`src/rtl/mem_arbiter.sv`:
```
// Two-requester arbiter sharing one single-port memory over a valid/ready handshake.
// Build option: define MEM_ARB_FIXED_PRIO_EN for fixed priority (requester 0 wins), else round-robin.
module mem_arbiter #(
    parameter int unsigned ADDR_WIDTH = 2,
    parameter int unsigned DATA_WIDTH = 8,
    parameter int unsigned RD_LATENCY = 1
) (
    input  logic                    clk,
    input  logic                    reset,
    input  logic [1:0]              req_valid,
    output logic [1:0]              req_ready,
    input  logic [1:0]              req_wr,
    input  logic [2*ADDR_WIDTH-1:0] req_addr,
    input  logic [2*DATA_WIDTH-1:0] req_wdata,
    output logic [1:0]              rsp_valid,
    output logic [DATA_WIDTH-1:0]   rsp_rdata,
    output logic [ADDR_WIDTH-1:0]   mem_addr,
    output logic                    mem_wr_en,
    output logic                    mem_rd_en,
    output logic [DATA_WIDTH-1:0]   mem_wdata,
    input  logic [DATA_WIDTH-1:0]   mem_rdata,
    output logic                    busy
);

    typedef enum logic [1:0] {StIdle, StIssue, StWait, StResp} state_e;

    localparam logic [1:0] LastCnt = 2'(RD_LATENCY - 1);

    state_e                  state_q, state_d;
    logic                    owner_q;
    logic                    cmd_wr_q;
    logic [1:0]              cnt_q;
    logic [ADDR_WIDTH-1:0]   addr_q;
    logic [DATA_WIDTH-1:0]   wdata_q;
    logic [DATA_WIDTH-1:0]   rdata_q;
    logic                    grant;
    logic                    accept;

`ifdef MEM_ARB_FIXED_PRIO_EN
    assign grant = ~req_valid[0];
`else
    logic last_grant_q;

    // On a tie the requester that did not win last time gets the grant.
    assign grant = (&req_valid) ? ~last_grant_q : ~req_valid[0];

    always_ff @(posedge clk) begin
        if (!reset) begin
            last_grant_q <= 1'b1;
        end else if (accept) begin
            last_grant_q <= grant;
        end
    end
`endif

    assign accept = reset && (state_q == StIdle) && (|req_valid);

    always_ff @(posedge clk) begin
        if (!reset) begin
            state_q <= StIdle;
        end else begin
            state_q <= state_d;
        end
    end

    always_comb begin
        state_d = state_q;
        unique case (state_q)
            StIdle:  if (|req_valid) state_d = StIssue;
            StIssue: state_d = cmd_wr_q ? StResp : StWait;
            StWait:  if (cnt_q == LastCnt) state_d = StResp;
            StResp:  state_d = StIdle;
            default: state_d = StIdle;
        endcase
    end

    always_ff @(posedge clk) begin
        if (!reset) begin
            owner_q  <= 1'b0;
            cmd_wr_q <= 1'b0;
            cnt_q    <= 2'd0;
            addr_q   <= '0;
            wdata_q  <= '0;
            rdata_q  <= '0;
        end else begin
            // The captured command doubles as the held memory address/data.
            if (accept) begin
                owner_q  <= grant;
                cmd_wr_q <= grant ? req_wr[1] : req_wr[0];
                addr_q   <= grant ? req_addr[2*ADDR_WIDTH-1:ADDR_WIDTH]
                                  : req_addr[ADDR_WIDTH-1:0];
                wdata_q  <= grant ? req_wdata[2*DATA_WIDTH-1:DATA_WIDTH]
                                  : req_wdata[DATA_WIDTH-1:0];
            end
            if (state_q == StIssue) begin
                cnt_q <= 2'd0;
            end else if (state_q == StWait) begin
                cnt_q <= cnt_q + 2'd1;
            end
            if ((state_q == StWait) && (cnt_q == LastCnt)) begin
                rdata_q <= mem_rdata;
            end else if ((state_q == StIssue) && cmd_wr_q) begin
                rdata_q <= '0;
            end
        end
    end

    always_comb begin
        req_ready = 2'b00;
        if (accept) begin
            req_ready = grant ? 2'b10 : 2'b01;
        end
        rsp_valid = 2'b00;
        if (state_q == StResp) begin
            rsp_valid = owner_q ? 2'b10 : 2'b01;
        end
        mem_wr_en = (state_q == StIssue) && cmd_wr_q;
        mem_rd_en = (state_q == StIssue) && !cmd_wr_q;
        mem_addr  = addr_q;
        mem_wdata = wdata_q;
        rsp_rdata = rdata_q;
        busy      = (state_q != StIdle);
    end

endmodule

```
`config.mk`:
```
export PLATFORM = sky130hd
export DESIGN_NAME = mem_arbiter
export DESIGN_NICKNAME = d
export VERILOG_FILES = /design/src/rtl/mem_arbiter.sv
export SDC_FILE = /design/constraint.sdc
export NUM_CORES = 1
export LEC_CHECK = 0
export CELL_PAD_IN_SITES_DETAIL_PLACEMENT = 0
export CELL_PAD_IN_SITES_GLOBAL_PLACEMENT = 1
export CORE_UTILIZATION = 28
export CTS_CLUSTER_SIZE = 28
export DETAILED_ROUTE_END_ITERATION = 6
export PLACE_DENSITY = 0.88
export SETUP_SLACK_MARGIN = 0.5
export SLEW_MARGIN = 20
export SYNTH_ARGS = -nofsm -noshare
export SYNTH_HDL_FRONTEND = slang
export SYNTH_SLANG_ARGS = --single-unit
```
`constraint.sdc`:
```
create_clock -name clk -period 1.63 [get_ports clk]
set_input_delay 0.2445 -clock clk [delete_from_list [all_inputs] [get_ports clk]]
set_output_delay 0.2445 -clock clk [all_outputs]
set_load 0.005 [all_outputs]
```
==> summary.txt <==
Status: complete, no violations
Synth Cell Area: 1146 µm²
Total CTS buffers: 3
Area of the multi-input gates: 804.5 µm²
Area contributors post-synth: dfxtp_1, a221o_1, nor3b_1, ha_1, nor2b_1
Slowest stage delay, CP: 0.37 ns
Post-synthesis cell count: 113
Clock buffer depth: 2
Worst min path class: reg -> reg
Ys async rst share: 0
Nets: 236
PD cells: 1418 nW/µm²
Chip height: 65.98 µm
Post-synthesis sequential area ratio: 0.4367
Post-DP HPWL: 2445 µm
Initial antenna violation count: 0
Top_reg_cell synth: dfxtp_1
Rows: 22
Routed WL per cell: 15.29 µm
Die ar.: 4353 µm²
WP data arrival: 1.23 ns
Yosys warning total: 0
First-pass GRT wire length: 5616 µm
Total Routing Usage GR: 0.1717
GRT met2 Usage: 0.3214
Total grt overflow: 0
CTS tree: done
Max VDD drop: 0.6086 mV
Skew final: 0.003022 ns
Drt pass-1 iters: 4
RSZ-0062 raised after global routing: yes
Slew HR: 0.8370
Busiest grt layer: met2
Fin Setup TNS: 0 ns
# clock sinks: 25
Seq cells post-synth: 25
Synth unique cells: 26
Maximum fanout along the worst path: 6
Crit. End Element: primary output
Clk_lat worst skew: 0.27 ns
Initial Util: 0.3017
Root Buffer: clkbuf_8
Startpoint Class: register
# DRC: 0
DR vias: 1222
Fin crit period: 1.479 ns
CORE AREA: 3799 µm²
Slew Limit Fails: 0
Global Route met3 Usage: 0.01724
Achievable Freq: 0.6761 GHz
# IOs: 59
# setup viols final: 0
Clock transition at the registers of the reported paths: 0.08 ns
Vias per cell: 5.029
Cells along the critical path: inv_4 -> ha_4 -> and4_4 -> buf_6
Number of antenna diodes: 0
Cell leakage power: 0.9170 nW
PortBufs: 58
Largest net degree at the start of global routing: 15
Most frequent cells in the layout: clkdlybuf4s50_1, buf_4, dfxtp_2
Worst path bufs/invs: 2
Die Wd: 65.98 µm
P&R area growth vs syn: 95.63%
Final hold viol count: 0
FF/Latch Area: 528.0 µm²
Cts-stage hold buffer count: 0
EDFF count, synth: 0
Htree depth: 1
Slowest CP cell: dfxtp_4
Vias in the first global route: 1255
Crit share post-route: 0.9074
Final WL: 3716 µm
Most common cell after layout, fill and taps aside: clkdlybuf4s50_1
Mean area per synthesized cell: 10.14 µm²
Syn nets: 153
Largest area contributor in the netlist: dfxtp_1
Routability cong.: 0.8147
CP Class: reg -> out
Synth top area share: 0.4367
Worst EP required: 1.39 ns
Met1 Track Usage GR: 0.1854
CP top delay family: flip-flops
Hold slack: 0.4780 ns
Layout cell share with drive strength beyond 1: 0.4821
Fill cells: 306
Max-cap violations: 0
Post-DRT Antenna Nets: 0
Drt initial violations: 44
Worst Tran Pin Value: 0.2445 ns
-- path summary, 6_finish.rpt --
check | startpoint | end | slack [ns] | cells after the start
hold / removal | mem_wdata[6]$_SDFFE_PN0P_ | mem_wdata[6]$_SDFFE_PN0P_ | 0.48 | 1
setup / recovery | state_q[1]$_SDFFE_PN0P_ | req_ready[1] | 0.15 | 4
setup reg to reg | state_q[1]$_SDFFE_PN0P_ | state_q[0]$_SDFFE_PN0P_ | 0.17 | 5
hold reg to reg | mem_wdata[6]$_SDFFE_PN0P_ | mem_wdata[6]$_SDFFE_PN0P_ | 0.48 | 1
-- power breakdown --
part           switching (mW)  total (mW)  internal (mW)
Combinational           0.760        1.85           1.09
Sequential              0.143       0.962          0.819
Clock                   0.192       0.366          0.175
-- stage by stage --
stage	util	cell area, µm²	power [mW]	instances	worst slack (ns)
5_1_grt	0.5903	2242	3.403	243	0.1032
3_5_place_dp	0.4888	1857	2.192	220	-0.1857
2_1_floorplan	-	1210	1.625	113	0.2340
4_1_cts	0.5560	2112	2.895	238	0.1442
3_3_place_gp	0.4888	1857	2.132	220	-0.1642
6_report	0.5903	2242	3.179	243	0.1509
-- cells in the mapped netlist (2+ instances only) --
master and count:
a221o_1 10, a22oi_1 9, and2_1 4, buf_2 2, buf_6 2, clkbuf_1 2
dfxtp_1 25, ha_1 6, inv_1 5, nand2_1 5, nor2_1 4, nor2b_1 12
nor3b_1 12, o211ai_1 2, o31ai_1 2
-- sequential cells by signal, indices dropped and copies added (netlist names) --
name,cells
mem_wdata,8
rsp_rdata,8
cnt_q,2
mem_addr,2
state_q,2
cmd_wr_q,1
last_grant_q,1
owner_q,1
-- timing repair --
item | 4_1_cts | 5_1_grt
resized for setup | 88 | 28
buffers inserted | 14 | 5
endpoints found under the setup margin | 48 | 38
pin swaps | 5 | 9
cloned | 0 | 0
-- cell type report --
| class | count | area share |
|---|---|---|
| Clock buffer | 4 | 0.02009 |
| Sequential cell | 25 | 0.2355 |
| Multi-Input combinational cell | 77 | 0.3588 |
| Tap cell | 48 | 0.02679 |
| Timing Repair Buffer | 84 | 0.3482 |
| Inverter | 5 | 0.01060 |
-- logic make-up (layout without fill, tap and decap cells) --
kind of cell,after synthesis,after routing,share of synthesized area
compound gates,27,27,0.2030
buf+inv,11,93,0.05131
mux,1,1,0.008734
simple gates,42,42,0.2271
fa+ha+maj,6,6,0.06550
xor+xnor,1,1,0.007643
flops,25,25,0.4367
-- layer usage --
metal  vias to the layer above  part of all wire
li1                        580                 -
met1                       588              0.38
met2                        44              0.56
met3                        10             0.037
met4                         0             0.024
met5                         -                 0
Power figures use the tool's default switching activity.
